$ cat config.mk
export PLATFORM = sky130hd
export DESIGN_NAME = if_stage_unit
export DESIGN_NICKNAME = d
export VERILOG_FILES = /design/src/rtl/if_stage_unit.sv
export SDC_FILE = /design/constraint.sdc
export NUM_CORES = 1
export LEC_CHECK = 0
export BUFFER_PORTS_ARGS = -buffer_cell sky130_fd_sc_hd__buf_4
export CAP_MARGIN = 40
export CORE_MARGIN = 3
export CORE_UTILIZATION = 46
export DETAILED_ROUTE_END_ITERATION = 16
export PLACE_DENSITY = 0.72
export SLEW_MARGIN = 10
export SYNTH_ARGS = -nofsm -noshare
export SYNTH_HDL_FRONTEND = slang
export SYNTH_SLANG_ARGS = --single-unit
$ cat constraint.sdc
create_clock -name clk -period 2.4 [get_ports clk]
set_input_delay 0.48 -clock clk [delete_from_list [all_inputs] [get_ports clk]]
set_output_delay 0.48 -clock clk [all_outputs]
set_load 0.02 [all_outputs]
$ cat src/rtl/if_stage_unit.sv
// Instruction-fetch stage: owns the PC, presents it to the combinational
// instruction memory, and captures {instruction, PC+step} into IF/ID.
// Branch redirect outranks freeze for the PC. Flush outranks freeze for IF/ID.
// Saturating counters record how many instructions were fetched and how many cycles were stalled.
module if_stage_unit #(
  parameter logic [31:0] RESET_PC = 32'd0,
  parameter logic [31:0] PC_STEP  = 32'd4,
  parameter int          CNT_W    = 16
) (
  input  logic             clk,
  input  logic             rst,
  input  logic             freeze,
  input  logic             branch_taken,
  input  logic [31:0]      branch_addr,
  input  logic             flush,
  input  logic [31:0]      inst_in,
  output logic [31:0]      pc_out,
  output logic [31:0]      id_pc,
  output logic [31:0]      id_inst,
  output logic             id_valid,
  output logic [CNT_W-1:0] fetch_cnt,
  output logic [CNT_W-1:0] stall_cnt
);

  localparam logic [CNT_W-1:0] CNT_ONE = 1;

  logic [31:0]      pc_q, pc_d;
  logic [31:0]      id_pc_q, id_pc_d;
  logic [31:0]      id_inst_q, id_inst_d;
  logic             id_valid_q, id_valid_d;
  logic [CNT_W-1:0] fetch_cnt_q, fetch_cnt_d;
  logic [CNT_W-1:0] stall_cnt_q, stall_cnt_d;

  logic [31:0] pc_next_seq;
  logic        load_ifid;
  logic        stall_evt;

  // Next PC: the redirect target, or the held PC, or the sequential PC.
  always_comb begin
    pc_next_seq = pc_q + PC_STEP;
    pc_d        = pc_q;
    if (branch_taken) begin
      pc_d = {branch_addr[31:2], 2'b00};
    end else if (!freeze) begin
      pc_d = pc_next_seq;
    end
  end

  // IF/ID register: flush clears it, freeze holds it, and otherwise it captures the fetched word.
  always_comb begin
    load_ifid  = !flush && !freeze;
    id_pc_d    = id_pc_q;
    id_inst_d  = id_inst_q;
    id_valid_d = id_valid_q;
    if (flush) begin
      id_pc_d    = 32'd0;
      id_inst_d  = 32'd0;
      id_valid_d = 1'b0;
    end else if (!freeze) begin
      id_pc_d    = pc_next_seq;
      id_inst_d  = inst_in;
      id_valid_d = 1'b1;
    end
  end

  // Performance counters, saturating at all-ones.
  always_comb begin
    stall_evt   = freeze && !branch_taken && !flush;
    fetch_cnt_d = fetch_cnt_q;
    stall_cnt_d = stall_cnt_q;
    if (load_ifid && !(&fetch_cnt_q)) begin
      fetch_cnt_d = fetch_cnt_q + CNT_ONE;
    end
    if (stall_evt && !(&stall_cnt_q)) begin
      stall_cnt_d = stall_cnt_q + CNT_ONE;
    end
  end

  // State registers with synchronous reset overriding all other inputs.
  always_ff @(posedge clk) begin
    if (rst) begin
      pc_q        <= RESET_PC;
      id_pc_q     <= 32'd0;
      id_inst_q   <= 32'd0;
      id_valid_q  <= 1'b0;
      fetch_cnt_q <= '0;
      stall_cnt_q <= '0;
    end else begin
      pc_q        <= pc_d;
      id_pc_q     <= id_pc_d;
      id_inst_q   <= id_inst_d;
      id_valid_q  <= id_valid_d;
      fetch_cnt_q <= fetch_cnt_d;
      stall_cnt_q <= stall_cnt_d;
    end
  end

  assign pc_out    = pc_q;
  assign id_pc     = id_pc_q;
  assign id_inst   = id_inst_q;
  assign id_valid  = id_valid_q;
  assign fetch_cnt = fetch_cnt_q;
  assign stall_cnt = stall_cnt_q;

endmodule
# Word-level counts from Yosys, hierarchy flattened
# Index checks and enable logic that the tools add are counted.
# totals
regBits	129
input_bits	69
output_inout_bits	129
wordCells	27
# op_classes
add_sub_neg	3
n_eq_ne	1
mux	2
reduce_logical	14
# op_table
operator	count
32-bit two-way mux	2
16-bit by 1-bit adder with 16-bit output (second input constant)	2
32-bit by 3-bit adder with 32-bit output (second input constant)	1
16-bit AND reduction	2
1-bit logical AND	5
1-bit zero test	5
2-bit OR reduction	2
2-bit by 1-bit != test with 1-bit output (second input constant)	1

# Longest topological paths before layout
# Gate-level depths: netlist (run 1).
# depth
ltp_word	4
mapped_depth	7
mapped_depth_nobuf	5

# Least setup slack after synthesis (run 1)
# No wires, ideal clock.
# synth_timing
path_kind	register to register
startpoint	register pc_q[2] (netlist: pc_out[2])
endpoint	register pc_q[28] (netlist: pc_out[28])
t_arrival_ps	2170
path_slack_ps	114
stages_incl_launch_ff	7
path_buffers	1
cell_sequence	dfxtp_1 ha_1 nand3_1 or4_1 buf_2 or4_1 and3_1
# synth_between
elab_chain_cells	3
# synth_rtl
item	line	text
start, declared	27	logic [31:0] pc_q, pc_d;
start signal, assigned	89	pc_q <= pc_d;
32-bit by 3-bit adder with 32-bit output	40	pc_next_seq = pc_q + PC_STEP;
32-bit two-way mux	44	end else if (!freeze) begin
32-bit two-way mux	42	if (branch_taken) begin
# Every way passes these cells. The select of a mux whose other input is x is not followed.
# A chain may end at the register's enable or synchronous reset.

# Final worst setup path (run 1)
# layout_timing
startpoint	register pc_q[3] (netlist: pc_out[3])
endpoint	register id_pc_q[26] (netlist: id_pc[26])
# layout_between
elab_chain_cells	1
# layout_rtl
item	line	text
32-bit by 3-bit adder with 32-bit output	40	
end signal, assigned	90	id_pc_q <= id_pc_d;
end, declared	28	logic [31:0] id_pc_q, id_pc_d;
# Every way passes these cells.

==> flow_metrics.py, run 1 <==
metrics = {
    "route": {
        "viasPerCell": 5.77,
        "topRoutingLayerUsed": "met4",
        "met2WireLength_um": 8850,
        "first_pass_iters": 5,
        "wl_per_cell_um": 17.0,
        "wl_met1_um": 7570,
        "drc": 0,
        "drt_wl_total_um": 18700,
        "via_count": 6374,
        "ant_nets": 0,
        "drtIter0Drc": 503,
        "met3WireLength_um": 1970,
    },
    "timing": {
        "min_period_over_period": 0.918,
        "setup_viol": 0,
        "post-route-min-period_ps": 2200,
        "tightest_slew_ps": 593,
        "slew_headroom": 0.601,
        "slew_violations": 0,
        "hold_viol_final": 0,
        "rsz0062_at_grt": "no",
        "fmaxAchievable_ghz": 0.454,
        "finClkSkew_ps": 6.99,
        "setup_tns_ps": 0,
    },
    "pwr": {
        "vdd_drop_max_mv": 0.406,
        "p_leak_nw": 3.55,
        "power_w": 0.00555,
        "powerDensity_mw_per_mm2": 647,
    },
    "placed_design": {
        "dp.cells": 1075,
        "port_buffers": 191,
        "post-dp-hpwl_um": 13600,
        "place_congestion": 0.918,
    },
    "logic_synthesis": {
        "synth_seq_cells": 125,
        "synth-edff-count": 0,
        "synth_cells": 723,
        "yosysTopAreaCell": "dfxtp_1",
        "synth_cell_types": 58,
        "yosysTopAreaCellShare": 0.403,
        "syn_area_mm2": 0.00621,
        "netlist_top_cells_area": "dfxtp_1, mux2i_1, nor2_1",
        "yosysWarnings": 0,
        "synthFlopType": "dfxtp_1",
        "synth_area_per_cell_um2": 8.59,
        "ys_seq_area_frac": 0.403,
        "ys_async_sr_fraction": 0,
    },
    "cts": {
        "ctsHoldBuffers": 0,
        "cts_buffers": 17,
        "clk_pin_slew_ps": 50,
        "postCtsSetupBuffers": 0,
        "cts_sinks": 125,
        "tritoncts": "done",
        "clockRootBuffer": "clkbuf_16",
        "clockBufferDepth": 2,
        "clock_latency_ps": 420,
        "htree_levels": 4,
        "cts_resized": 0,
    },
    "floorplan": {
        "dieArea_mm2": 0.0149,
        "pin_count": 198,
        "rows": 41,
        "dieWidth_um": 122,
        "initial_utilization": 0.480,
        "die_h_um": 122,
        "core_mm2": 0.0129,
    },
    "finish": {
        "fillers": 1078,
        "area_growth_pct": 38.1,
        "antenna_cells": 0,
        "post-route-util": 0.663,
        "drive_above_1_share": 0.312,
        "final_net_count": 994,
        "instances_no_fill": 1105,
    },
    "global_routing": {
        "grt_overflow": 0,
        "grt_max_degree": 48,
        "antenna_found_initial": 0,
        "track_usage": 0.250,
        "grt_pass1_wl_um": 29900,
        "grt_pass1_vias": 5989,
    },
    "setup_path": {
        "crit_fanout": 9,
        "cp-start-kind": "register",
        "cp-end-kind": "register",
        "crit_type": "reg -> reg",
        "critPathRequiredTime_ps": 2730,
        "critPathArrivalTime_ps": 2540,
    },
    "status": {
        "status": "finished clean",
    },
    "flow_run": {
        "cap_violations": 0,
    },
    "min_path": {
        "worstHoldPathType": "in -> reg",
    },
}
## cell usage after synthesis, drive strengths merged, types with 19 or more instances
cell	number
nand4	19
nor3	23
dfxtp	125
clkbuf	38
nand3	21
mux2i	35
nand2	29
nor2	87
a21oi	31
o21ai	36
buf	22
or4	21
## stage by stage
stage               hold slack [ps]  area (um2)  setup WS (ps)
floorplan                       526        6220            114
global placement                438        7970            103
detailed placement              447        7970           90.7
CTS                             278        8580            199
global route                    287        8580           59.4
finish                          295        8580            196
## worst paths after layout
path | from | to | slack [ps] | cells past startpoint
setup / recovery | pc_out[3]$_SDFFE_PP0P_ | id_pc[26]$_SDFFE_PP0N_ | 200 | 6
hold / removal | inst_in[3] | id_inst[3]$_SDFFE_PP0N_ | 300 | 3
setup reg to reg | pc_out[3]$_SDFFE_PP0P_ | id_pc[26]$_SDFFE_PP0N_ | 200 | 6
hold reg to reg | id_valid$_SDFFE_PP0N_ | id_valid$_SDFFE_PP0N_ | 460 | 2
## sequential cells by signal (all words and copies together), names as in the netlist
name and count:
pc_out 30, id_inst 32, stall_cnt 16, id_pc 30
fetch_cnt 16, id_valid 1
## layout make-up
cell class,count,area (um2),area share
multi-input combinational,528,3410,0.398
sequential,125,2500,0.292
timing repair buffer,237,1790,0.209
clock buffer,23,498,0.0581
tap,172,215,0.0251
clock inverter,7,110,0.0128
inverter,13,48.8,0.00569
## cell usage in the layout, fill, tap and decap left out, drive strengths merged, types with 16 or more instances in the layout
cell type,n
buf,237
dfxtp,125
nor2,87
o21ai,36
mux2i,35
a21oi,31
nand2,29
nor3,23
clkbuf,23
nand3,21
or4,21
nand4,19
xnor2,18
a211oi,17
or3,17
o31ai,16
## worst max-delay path, cell delays in order (launching register included)
cell and delay (ps):
dfxtp_1 330, ha_1 200, nand3_1 230, or4_1 630
buf_4 200, or3_1 340, a31oi_1 190
## routing by layer
| metal | track usage | vias up |
|---|---|---|
| li1 | - | 3087 |
| met1 | 0.311 | 2968 |
| met2 | 0.407 | 289 |
| met3 | 0.0757 | 30 |
| met4 | 0.0980 | 0 |
| met5 | 0 | - |
## cell families (layout without fill, tap and decap cells)
kind of cell	Yosys count	in the layout	share of synthesized area
DFF	125	125	0.403
AOI/OAI and AO/OA	160	160	0.174
muxes	49	49	0.0818
xor gates and xnor gates	19	19	0.0268
other	1	4	0.000604
buffers and inverters	73	280	0.0500
and+or+nand+nor	293	293	0.258
adders and majority gates	3	3	0.00604
## power by group
group	total [W]	leakage (nW)	switching (W)	internal, W
sequential	0.00223	1.02	0.0000785	0.00215
clock	0.00265	0.305	0.000898	0.00175
combinational	0.000665	2.23	0.000360	0.000306
total	0.00555	3.55	0.00134	0.00421
No activity file was read; power rests on OpenSTA's default activity.
==> run 2: changes to the inputs <==
- CORE_ASPECT_RATIO: unset -> 0.7
- CORE_UTILIZATION: 46 -> 47
- PLACE_DENSITY: 0.72 -> 0.71
- clock period: 2.4 -> 2.8 ns (I/O delays scaled with it)
==> flow_metrics.py, run 2 (same netlist as run 1, synthesis figures left out) <==
metrics = {
    "route": {
        "ant_nets": 0,
        "via_count": 6285,
        "drtIter0Drc": 468,
        "viasPerCell": 5.85,
        "drt_wl_total_um": 18600,
        "drc": 0,
        "wl_per_cell_um": 17.3,
        "first_pass_iters": 5,
    },
    "cts": {
        "clk_pin_slew_ps": 60,
        "htree_levels": 4,
        "clockRootBuffer": "clkbuf_16",
        "cts_sinks": 125,
        "postCtsSetupBuffers": 0,
        "tritoncts": "done",
        "clockBufferDepth": 2,
        "cts_buffers": 17,
        "cts_resized": 0,
        "clock_latency_ps": 420,
        "ctsHoldBuffers": 0,
    },
    "pwr": {
        "p_leak_nw": 3.44,
        "vdd_drop_max_mv": 0.428,
        "powerDensity_mw_per_mm2": 576,
    },
    "timing": {
        "slew_violations": 0,
        "tightest_slew_ps": 767,
        "rsz0062_at_grt": "no",
        "setup_viol": 0,
        "min_period_over_period": 0.858,
        "setup_tns_ps": 0,
        "whs_ps": 376,
        "slew_headroom": 0.489,
        "layout_setup_ws_ps": 399,
        "hold_viol_final": 0,
        "fmaxAchievable_ghz": 0.416,
        "finClkSkew_ps": 12.5,
        "post-route-min-period_ps": 2400,
    },
    "placed_design": {
        "post-dp-hpwl_um": 13300,
        "placed_cell_area_mm2": 0.00778,
        "dp.cells": 1042,
        "place_ws_ps": 251,
        "port_buffers": 191,
        "place_congestion": 0.865,
    },
    "finish": {
        "final_net_count": 971,
        "mostFrequentLayoutCells": "buf_4, dfxtp_1, nor2_1, o21ai_0, mux2i_1",
        "instances_no_fill": 1074,
        "fillers": 1046,
        "final_common_cell": "buf_4",
        "largest_register_ffs": 32,
        "antenna_cells": 0,
        "final_area_mm2": 0.00842,
        "drive_above_1_share": 0.296,
        "seq_area_mm2": 0.00250,
        "area_growth_pct": 35.5,
        "multiInputGateArea_mm2": 0.00341,
    },
    "setup_path": {
        "critPathArrivalTime_ps": 2730,
        "crit_fanout": 7,
        "cp-end-kind": "register",
        "crit_type": "reg -> reg",
        "critPathRequiredTime_ps": 3130,
        "cpMostUsedCell": "or4_1",
        "crit_chain": "ha_1, nand3_1, or4_1, or4_1, a311oi_1",
        "cp_slowest_cell": "or4_1",
        "cp-start-kind": "register",
        "r2r_slack_ps": 400,
        "max_stage_delay_ps": 700,
    },
    "floorplan": {
        "core_mm2": 0.0127,
        "die_h_um": 102,
        "pin_count": 198,
        "dieWidth_um": 143,
        "dieArea_mm2": 0.0147,
        "initial_utilization": 0.490,
        "rows": 34,
    },
    "global_routing": {
        "grt_pass1_wl_um": 28900,
        "grt_max_degree": 41,
        "grt_pass1_vias": 5708,
        "grt_overflow": 0,
        "track_usage": 0.246,
        "antenna_found_initial": 0,
    },
    "status": {
        "status": "finished clean",
    },
    "min_path": {
        "worstHoldPathType": "in -> reg",
    },
    "flow_run": {
        "cap_violations": 0,
    },
}
-- run 2: cell count changes in the layout (fill, tap and decap cells not counted), sizes merged --
cell      change
clkinv        -1
inv           +5
buf          -23
bufinv        +1
clkinvlp      +2
clkbuf        -5
-- run 2: cell type report --
type                            instances  share of cell area
Clock buffer                           18              0.0510
Timing Repair Buffer                  214               0.192
Tap cell                              162              0.0241
Inverter                               13             0.00580
Multi-Input combinational cell        528               0.405
Clock inverter                         14              0.0244
Sequential cell                       125               0.297
-- run 2: per-stage QoR --
step,total power (W),utilization
2_1_floorplan,0.00225,-
3_3_place_gp,0.00248,0.614
3_5_place_dp,0.00249,0.614
4_1_cts,0.00488,0.664
5_1_grt,0.00501,0.664
6_report,0.00485,0.664
-- run 2: critical path: cells and delay by family, from the launching register on --
family	cells	cell delay, ps
simple gates	3	1390
flops	1	430
compound gates	1	250
fa+ha+maj	1	240
-- run 2: metal layers --
metal	global-route usage	part of all wire
met1	0.329	0.43
met2	0.386	0.45
met3	0.0814	0.11
met4	0.0637	0.011
met5	0	0
-- run 2: final timing paths --
path / start / end / cells past startpoint
worst max register to register: pc_out[2]$_SDFFE_PP0P_ / pc_out[24]$_SDFFE_PP0P_ / 5
worst min-delay path: inst_in[14] / id_inst[14]$_SDFFE_PP0N_ / 3
worst min register to register: id_valid$_SDFFE_PP0N_ / id_valid$_SDFFE_PP0N_ / 2
worst max-delay path: pc_out[2]$_SDFFE_PP0P_ / pc_out[24]$_SDFFE_PP0P_ / 5
-- run 2: power breakdown --
group          internal, W  total (W)  switching (W)
Combinational     0.000244   0.000532       0.000287
Sequential         0.00184    0.00193      0.0000827
Clock              0.00151    0.00239       0.000885
